File: src/rtl/dmem_access_pkg.sv
// Shared types for the memory-stage data-bus master: operation codes, FSM state
// encodings, the registered memory-to-writeback record and operation helpers.
package dmem_access_pkg;

    typedef enum logic [3:0] {
        OP_NONE = 4'd0,
        OP_LB,
        OP_LBU,
        OP_LH,
        OP_LHU,
        OP_LW,
        OP_SB,
        OP_SH,
        OP_SW
    } mem_op_t;

    typedef logic [1:0] dmem_state_t;

    localparam dmem_state_t S_IDLE  = 2'd0;
    localparam dmem_state_t S_ADDR  = 2'd1;
    localparam dmem_state_t S_DATA  = 2'd2;
    localparam dmem_state_t S_DRAIN = 2'd3;

    typedef struct packed {
        logic        valid;
        logic        memread;
        logic [31:0] rd;
        logic [31:0] aluout;
        logic [4:0]  writereg;
        logic        adel;
        logic        ades;
        logic [31:0] badvaddr;
    } mem_wb_t;

    function automatic logic op_is_load(input mem_op_t op);
        return (op == OP_LB) || (op == OP_LBU) || (op == OP_LH) ||
               (op == OP_LHU) || (op == OP_LW);
    endfunction

    function automatic logic op_is_store(input mem_op_t op);
        return (op == OP_SB) || (op == OP_SH) || (op == OP_SW);
    endfunction

    function automatic logic op_misaligned(input mem_op_t op, input logic [1:0] offset);
        case (op)
            OP_LH, OP_LHU, OP_SH: return offset[0];
            OP_LW, OP_SW:         return offset != 2'b00;
            default:              return 1'b0;
        endcase
    endfunction

endpackage

File: src/rtl/dmem_access_if.sv
// SRAM-like data bus: the request phase ends on d_addr_ok, the data phase on d_data_ok.
interface dmem_access_if;
    logic        d_req;
    logic        d_wr;
    logic [1:0]  d_size;
    logic [31:0] d_addr;
    logic [31:0] d_wdata;
    logic [3:0]  d_wstrb;
    logic        d_addr_ok;
    logic        d_data_ok;
    logic [31:0] d_rdata;

    modport master (
        output d_req, d_wr, d_size, d_addr, d_wdata, d_wstrb,
        input  d_addr_ok, d_data_ok, d_rdata
    );

    modport slave (
        input  d_req, d_wr, d_size, d_addr, d_wdata, d_wstrb,
        output d_addr_ok, d_data_ok, d_rdata
    );
endinterface

File: src/rtl/dmem_access_mem_align.sv
// Combinational lane logic: store replication/strobes and load extraction with
// sign or zero extension, all keyed off the operation and the low address bits.
module dmem_access_mem_align
    import dmem_access_pkg::*;
(
    input  mem_op_t     op,
    input  logic [1:0]  offset,
    input  logic [31:0] wdata,
    input  logic [31:0] rdata,
    output logic [1:0]  size,
    output logic        wr,
    output logic [3:0]  wstrb,
    output logic [31:0] wdata_fmt,
    output logic [31:0] rdata_ext
);
    logic [7:0]  lane [4];
    logic [7:0]  byte_sel;
    logic [15:0] half_sel;

    genvar gi;
    generate
        for (gi = 0; gi < 4; gi++) begin : g_lane
            assign lane[gi] = rdata[8*gi +: 8];
        end
    endgenerate

    always_comb begin
        size      = 2'd0;
        wr        = 1'b0;
        wstrb     = 4'b0000;
        wdata_fmt = 32'h0;
        rdata_ext = 32'h0;
        byte_sel  = lane[offset];
        half_sel  = offset[1] ? rdata[31:16] : rdata[15:0];
        case (op)
            OP_LB:  rdata_ext = {{24{byte_sel[7]}}, byte_sel};
            OP_LBU: rdata_ext = {24'h0, byte_sel};
            OP_LH: begin
                size      = 2'd1;
                rdata_ext = {{16{half_sel[15]}}, half_sel};
            end
            OP_LHU: begin
                size      = 2'd1;
                rdata_ext = {16'h0, half_sel};
            end
            OP_LW: begin
                size      = 2'd2;
                rdata_ext = rdata;
            end
            OP_SB: begin
                wr        = 1'b1;
                wstrb     = 4'b0001 << offset;
                wdata_fmt = {4{wdata[7:0]}};
            end
            OP_SH: begin
                size      = 2'd1;
                wr        = 1'b1;
                wstrb     = offset[1] ? 4'b1100 : 4'b0011;
                wdata_fmt = {2{wdata[15:0]}};
            end
            OP_SW: begin
                size      = 2'd2;
                wr        = 1'b1;
                wstrb     = 4'b1111;
                wdata_fmt = wdata;
            end
            default: ;
        endcase
    end

endmodule

File: src/rtl/dmem_access.sv
// Memory-stage data-bus master: request/data-phase FSM, flush and drain handling,
// address-error detection and the registered memory-to-writeback record.
module dmem_access
    import dmem_access_pkg::*;
(
    input  logic        clk,
    input  logic        reset,
    input  logic        ex_valid,
    input  mem_op_t     ex_memop,
    input  logic [31:0] ex_addr,
    input  logic [31:0] ex_wdata,
    input  logic [31:0] ex_aluout,
    input  logic [4:0]  ex_writereg,
    input  logic        flush,
    output logic        stall,
    dmem_access_if.master bus,
    output logic        wb_valid,
    output logic        wb_memread,
    output logic [31:0] wb_rd,
    output logic [31:0] wb_aluout,
    output logic [4:0]  wb_writereg,
    output logic        wb_adel,
    output logic        wb_ades,
    output logic [31:0] wb_badvaddr
);
    dmem_state_t state_reg, state_next;
    mem_op_t     op_reg;
    logic [31:0] addr_reg, wdata_reg, aluout_reg;
    logic [4:0]  writereg_reg;
    mem_wb_t     wb_reg, wb_next, pend_reg, pend_next;
    mem_wb_t     done_rec, pass_rec;
    logic        bus_done, accept, load_ex, ex_misaligned;
    logic [1:0]  fmt_size;
    logic        fmt_wr;
    logic [3:0]  fmt_wstrb;
    logic [31:0] fmt_wdata, rdata_ext;

    dmem_access_mem_align u_align (
        .op        (op_reg),
        .offset    (addr_reg[1:0]),
        .wdata     (wdata_reg),
        .rdata     (bus.d_rdata),
        .size      (fmt_size),
        .wr        (fmt_wr),
        .wstrb     (fmt_wstrb),
        .wdata_fmt (fmt_wdata),
        .rdata_ext (rdata_ext)
    );

    // Bus fields come straight from the latched request, so they stay stable until d_addr_ok.
    assign bus.d_req   = (state_reg == S_ADDR);
    assign bus.d_wr    = fmt_wr;
    assign bus.d_size  = fmt_size;
    assign bus.d_addr  = addr_reg;
    assign bus.d_wdata = fmt_wdata;
    assign bus.d_wstrb = fmt_wstrb;

    assign bus_done = ((state_reg == S_ADDR) && bus.d_addr_ok && bus.d_data_ok) ||
                      ((state_reg == S_DATA) && bus.d_data_ok);
    // A parked pass-through record occupies the writeback slot for one cycle.
    assign stall         = ((state_reg != S_IDLE) && !bus_done) || pend_reg.valid;
    assign accept        = ex_valid && !stall && !flush;
    assign ex_misaligned = op_misaligned(ex_memop, ex_addr[1:0]);

    always_comb begin
        done_rec          = '0;
        done_rec.valid    = 1'b1;
        done_rec.memread  = op_is_load(op_reg);
        done_rec.rd       = op_is_load(op_reg) ? rdata_ext : 32'h0;
        done_rec.aluout   = aluout_reg;
        done_rec.writereg = writereg_reg;

        pass_rec          = '0;
        pass_rec.valid    = 1'b1;
        pass_rec.aluout   = ex_aluout;
        pass_rec.writereg = ex_writereg;
        pass_rec.adel     = ex_misaligned && op_is_load(ex_memop);
        pass_rec.ades     = ex_misaligned && op_is_store(ex_memop);
        pass_rec.badvaddr = ex_misaligned ? ex_addr : 32'h0;

        state_next    = state_reg;
        wb_next       = wb_reg;
        wb_next.valid = 1'b0;
        pend_next     = '0;
        load_ex       = 1'b0;

        if (pend_reg.valid) begin
            wb_next = pend_reg;
        end

        case (state_reg)
            S_ADDR: begin
                if (bus.d_addr_ok) begin
                    if (bus.d_data_ok) begin
                        state_next = S_IDLE;
                        if (!flush) wb_next = done_rec;
                    end else begin
                        state_next = flush ? S_DRAIN : S_DATA;
                    end
                end else if (flush) begin
                    state_next = S_IDLE;
                end
            end
            S_DATA: begin
                if (bus.d_data_ok) begin
                    state_next = S_IDLE;
                    if (!flush) wb_next = done_rec;
                end else if (flush) begin
                    state_next = S_DRAIN;
                end
            end
            S_DRAIN: begin
                if (bus.d_data_ok) state_next = S_IDLE;
            end
            default: ;
        endcase

        if (accept) begin
            if ((ex_memop == OP_NONE) || ex_misaligned) begin
                // Collides with a bus completion only when accepted in the completion cycle.
                if (wb_next.valid) pend_next = pass_rec;
                else               wb_next   = pass_rec;
            end else begin
                state_next = S_ADDR;
                load_ex    = 1'b1;
            end
        end
    end

    always_ff @(posedge clk or posedge reset) begin
        if (reset) begin
            state_reg    <= S_IDLE;
            op_reg       <= OP_NONE;
            addr_reg     <= 32'h0;
            wdata_reg    <= 32'h0;
            aluout_reg   <= 32'h0;
            writereg_reg <= 5'h0;
            wb_reg       <= '0;
            pend_reg     <= '0;
        end else begin
            state_reg <= state_next;
            wb_reg    <= wb_next;
            pend_reg  <= pend_next;
            if (load_ex) begin
                op_reg       <= ex_memop;
                addr_reg     <= ex_addr;
                wdata_reg    <= ex_wdata;
                aluout_reg   <= ex_aluout;
                writereg_reg <= ex_writereg;
            end
        end
    end

    assign wb_valid    = wb_reg.valid;
    assign wb_memread  = wb_reg.memread;
    assign wb_rd       = wb_reg.rd;
    assign wb_aluout   = wb_reg.aluout;
    assign wb_writereg = wb_reg.writereg;
    assign wb_adel     = wb_reg.adel;
    assign wb_ades     = wb_reg.ades;
    assign wb_badvaddr = wb_reg.badvaddr;

endmodule

File: src/flat_wrapper.sv
// flat-port wrapper written by rule: the top's interface ports become plain ports
module dmem_access_flat import dmem_access_pkg::*;
  (clk, reset, ex_valid, ex_memop, ex_addr, ex_wdata, ex_aluout, ex_writereg, flush, stall, wb_valid, wb_memread, wb_rd, wb_aluout, wb_writereg, wb_adel, wb_ades, wb_badvaddr, bus_d_req, bus_d_wr, bus_d_size, bus_d_addr, bus_d_wdata, bus_d_wstrb, bus_d_addr_ok, bus_d_data_ok, bus_d_rdata);
  dmem_access_if bus_i ();
  input  logic clk;
  input  logic reset;
  input  logic ex_valid;
  input  mem_op_t ex_memop;
  input  logic [31:0] ex_addr;
  input  logic [31:0] ex_wdata;
  input  logic [31:0] ex_aluout;
  input  logic [4:0] ex_writereg;
  input  logic flush;
  output logic stall;
  output logic wb_valid;
  output logic wb_memread;
  output logic [31:0] wb_rd;
  output logic [31:0] wb_aluout;
  output logic [4:0] wb_writereg;
  output logic wb_adel;
  output logic wb_ades;
  output logic [31:0] wb_badvaddr;
  output wire logic [$bits(bus_i.d_req)-1:0] bus_d_req;
  output wire logic [$bits(bus_i.d_wr)-1:0] bus_d_wr;
  output wire logic [$bits(bus_i.d_size)-1:0] bus_d_size;
  output wire logic [$bits(bus_i.d_addr)-1:0] bus_d_addr;
  output wire logic [$bits(bus_i.d_wdata)-1:0] bus_d_wdata;
  output wire logic [$bits(bus_i.d_wstrb)-1:0] bus_d_wstrb;
  input wire logic [$bits(bus_i.d_addr_ok)-1:0] bus_d_addr_ok;
  input wire logic [$bits(bus_i.d_data_ok)-1:0] bus_d_data_ok;
  input wire logic [$bits(bus_i.d_rdata)-1:0] bus_d_rdata;
  assign bus_d_req = bus_i.d_req;
  assign bus_d_wr = bus_i.d_wr;
  assign bus_d_size = bus_i.d_size;
  assign bus_d_addr = bus_i.d_addr;
  assign bus_d_wdata = bus_i.d_wdata;
  assign bus_d_wstrb = bus_i.d_wstrb;
  assign bus_i.d_addr_ok = bus_d_addr_ok;
  assign bus_i.d_data_ok = bus_d_data_ok;
  assign bus_i.d_rdata = bus_d_rdata;
  dmem_access u_core (.clk(clk), .reset(reset), .ex_valid(ex_valid), .ex_memop(ex_memop), .ex_addr(ex_addr), .ex_wdata(ex_wdata), .ex_aluout(ex_aluout), .ex_writereg(ex_writereg), .flush(flush), .stall(stall), .bus(bus_i), .wb_valid(wb_valid), .wb_memread(wb_memread), .wb_rd(wb_rd), .wb_aluout(wb_aluout), .wb_writereg(wb_writereg), .wb_adel(wb_adel), .wb_ades(wb_ades), .wb_badvaddr(wb_badvaddr));
endmodule
File: config.mk
export PLATFORM = sky130hd
export DESIGN_NAME = dmem_access_flat
export DESIGN_NICKNAME = d
export VERILOG_FILES = /design/src/rtl/dmem_access_pkg.sv /design/src/rtl/dmem_access_if.sv /design/src/rtl/dmem_access_mem_align.sv /design/src/rtl/dmem_access.sv /design/src/flat_wrapper.sv
export SDC_FILE = /design/constraint.sdc
export NUM_CORES = 1
export LEC_CHECK = 0
export ABC_CLOCK_PERIOD_IN_PS = 13700
export BUFFER_PORTS_ARGS = -buffer_cell sky130_fd_sc_hd__buf_4
export CORE_ASPECT_RATIO = 0.9
export CORE_MARGIN = 2
export CORE_UTILIZATION = 45
export CTS_BUF_LIST = sky130_fd_sc_hd__clkbuf_16
export DETAILED_ROUTE_END_ITERATION = 10
export PLACE_DENSITY = 0.68
export SLEW_MARGIN = 20
export SYNTH_ARGS = -nofsm -noshare
export SYNTH_HDL_FRONTEND = slang
export SYNTH_HIERARCHICAL = 1
export SYNTH_SLANG_ARGS = --single-unit
export TNS_END_PERCENT = 20
File: constraint.sdc
create_clock -name clk -period 13.7 [get_ports clk]
set_clock_uncertainty 0.1 [all_clocks]
set_input_delay 0.685 -clock clk [delete_from_list [all_inputs] [get_ports clk]]
set_output_delay 0.685 -clock clk [all_outputs]
set_load 0.05 [all_outputs]
==> flow_metrics.py <==
metrics = {
    "power": {
        "power_leakage_nw": 8.35,
        "p_per_area_nw_per_um2": 212,
        "swShare": 0.422,
        "ir_drop_uv": 173,
        "combPwrFrac": 0.456,
        "p_sw_mw": 1.58,
        "p_seq_frac": 0.326,
        "power.internal_mw": 2.16,
        "clockPowerShare": 0.219,
        "power.total_mw": 3.74,
    },
    "global_route": {
        "grt_max_degree": 169,
        "antenna_found_initial": 0,
        "overflow": 0,
        "grt.total_usage": 0.222,
        "grt_pass1_vias": 10477,
        "grt_pass1_wl_um": 57800,
    },
    "setup_path": {
        "cp.required_ns": 14.04,
        "criticalPathCategory": "reg -> reg",
        "r2r_slack_ns": 9.47,
        "path_max_fanout": 72,
        "worst_setup_path_end_kind": "flip-flop",
        "cp-start-kind": "flip-flop",
        "worstPathArrival_ns": 4.56,
    },
    "sta": {
        "finalCritPeriodShare": 0.309,
        "max-slew-margin-rel": 0.303,
        "tightest_slew_ns": 1.04,
        "setup_viol": 0,
        "fin_ws_ns": 9.47,
        "slew_viol_final": 0,
        "hold_ws_ns": 0.171,
        "fin_tns_setup_ns": 0,
        "hold_violations": 0,
        "max_freq_mhz": 237,
        "rsz0062_at_grt": "false",
        "period_needed_ns": 4.23,
    },
    "detailed_routing": {
        "via_per_inst": 5.40,
        "ant_nets": 0,
        "post-route-drc-count": 0,
        "firstDrtPassIters": 5,
        "routed_wl_um": 37000,
        "vias": 10486,
        "wl_per_cell_um": 19.1,
        "drtIter0Drc": 751,
    },
    "placement": {
        "placed_area_um2": 16600,
        "place_hpwl_um": 23300,
        "gp_congestion": 0.883,
        "post-place-ws_ns": 9.48,
        "port_buffers": 320,
    },
    "cells_and_area": {
        "most-common-layout-cells": "buf_4, dfrtp_1, mux2_2, nand2_1",
        "mostFrequentLayoutCell": "buf_4",
        "fin_nets": 1659,
        "areaGrowthSynthToFinish_pct": 25.8,
        "diodes": 0,
        "layout-drive-gt1-share": 0.392,
        "largest_reg_flops": 72,
        "nFillCells": 2639,
        "final_area_um2": 17600,
    },
    "yosys": {
        "synth_area_per_cell_um2": 11.4,
        "netlist_area_um2": 14000,
        "ys_seq_area_frac": 0.507,
        "syn-num-nets": 1382,
        "synth_warnings": 6,
        "synth_edf_count": 0,
        "async_flop_share": 1.00,
        "yosys.cell_types.count": 55,
        "synthFlopType": "dfrtp_1",
        "postSynthCellCount": 1234,
        "synth_seq_cells": 284,
    },
    "floorplanning": {
        "rows": 61,
        "die_w_um": 190,
        "initial_core_util": 0.456,
        "ios": 321,
        "die_area_um2": 32600,
        "die_h_um": 171,
        "core-area_um2": 30800,
    },
    "clocking": {
        "cts_hold_repair.buffers": 0,
        "cts_buffers": 30,
        "post_cts_resized": 0,
        "clockBufferDepth": 3,
        "cts_setup_buffers": 0,
        "cts.clk_slew.worst_paths_ns": 0.06,
        "clock_latency_ns": 0.55,
        "cts-root-buf": "clkbuf_16",
        "h-tree-depth": 1,
        "cts_tree": "yes",
        "cts.sinks": 284,
    },
    "run_status": {
        "status": "complete, no violations",
    },
    "flow_run": {
        "drv_cap": 0,
    },
    "worst_hold_path": {
        "hold_path_class": "in -> async",
    },
}
cell families after synthesis:
kind of cell,Yosys count,synth area share
adders and majority gates,5,0.00446
and+or+nand+nor,366,0.130
muxes,278,0.223
buffers and inverters,97,0.0371
DFF,284,0.507
AOI/OAI and AO/OA,203,0.0978
xor gates and xnor gates,1,0.000625
worst max-delay path: stages (launching register included):
cell and delay (ns):
dfrtp_1 0.42, inv_1 0.12, ha_1 0.27, a21o_1 0.22
and3_2 0.19, buf_4 0.38, a21oi_1 0.29, and3b_4 0.73
buf_4 0.86, mux2_2 0.42
path summary, 6_finish.rpt:
path	start	depth (start not counted)	endpoint
min in group clk	ex_aluout[1]	2	u_core/pend_reg[40]$_DFF_PP0_
max in group asynchronous	reset	3	u_core/pend_reg[104]$_DFF_PP0_
max	u_core/state_reg[1]$_DFF_PP0_	9	u_core/wb_aluout[16]$_DFF_PP0_
min	reset	2	u_core/bus.d_addr[19]$_DFFE_PP0P_
max reg2reg	u_core/state_reg[1]$_DFF_PP0_	9	u_core/wb_aluout[16]$_DFF_PP0_
min reg2reg	u_core/aluout_reg[22]$_DFFE_PP0P_	1	u_core/aluout_reg[22]$_DFFE_PP0P_
cell type report:
cell class / instances / area, um2 / share of cell area
clock buffers: 30 / 751 / 0.0426
well taps: 409 / 512 / 0.0290
clock inverters: 23 / 238 / 0.0135
inverters: 7 / 33.8 / 0.00192
repair buffers: 335 / 2530 / 0.143
multi-input cells: 853 / 6450 / 0.366
flip-flops and latches: 284 / 7110 / 0.403
metal layers:
metal / GRT usage / vias up / part of all wire
met5: 0 / - / 0
met4: 0.0448 / 0 / 0.019
met3: 0.0461 / 38 / 0.077
met2: 0.369 / 337 / 0.48
met1: 0.302 / 5242 / 0.43
li1: - / 4869 / -
power groups by stage:
stage          combinational (mW)  clock [mW]  sequential, mW
2_1_floorplan               0.928           0            1.51
3_3_place_gp                 1.69           0            1.22
3_5_place_dp                 1.71           0            1.23
4_1_cts                      1.72       0.837            1.22
5_1_grt                      1.81       0.871            1.25
6_report                     1.70       0.818            1.22
synth_stat cells (all sizes together) (8+ instances only):
cell type,instances,area (um2)
mux4,8,180
nor2,44,165
o21ai,55,275
buf,51,343
a22o,16,140
nor2b,35,221
mux2i,79,791
and2,80,503
nand2,177,669
a22oi,47,353
dfrtp,284,7110
a2bb2oi,32,280
clkbuf,39,151
a21oi,38,201
mux2,191,2150
per-stage QoR:
step | cells | util
after global routing | 1941 | 0.573
after global placement | 1888 | 0.541
after CTS | 1941 | 0.573
final | 1941 | 0.573
after detailed placement | 1888 | 0.541
after floorplan | 1234 | -
Note: power is estimated with default switching activity, not from simulation.
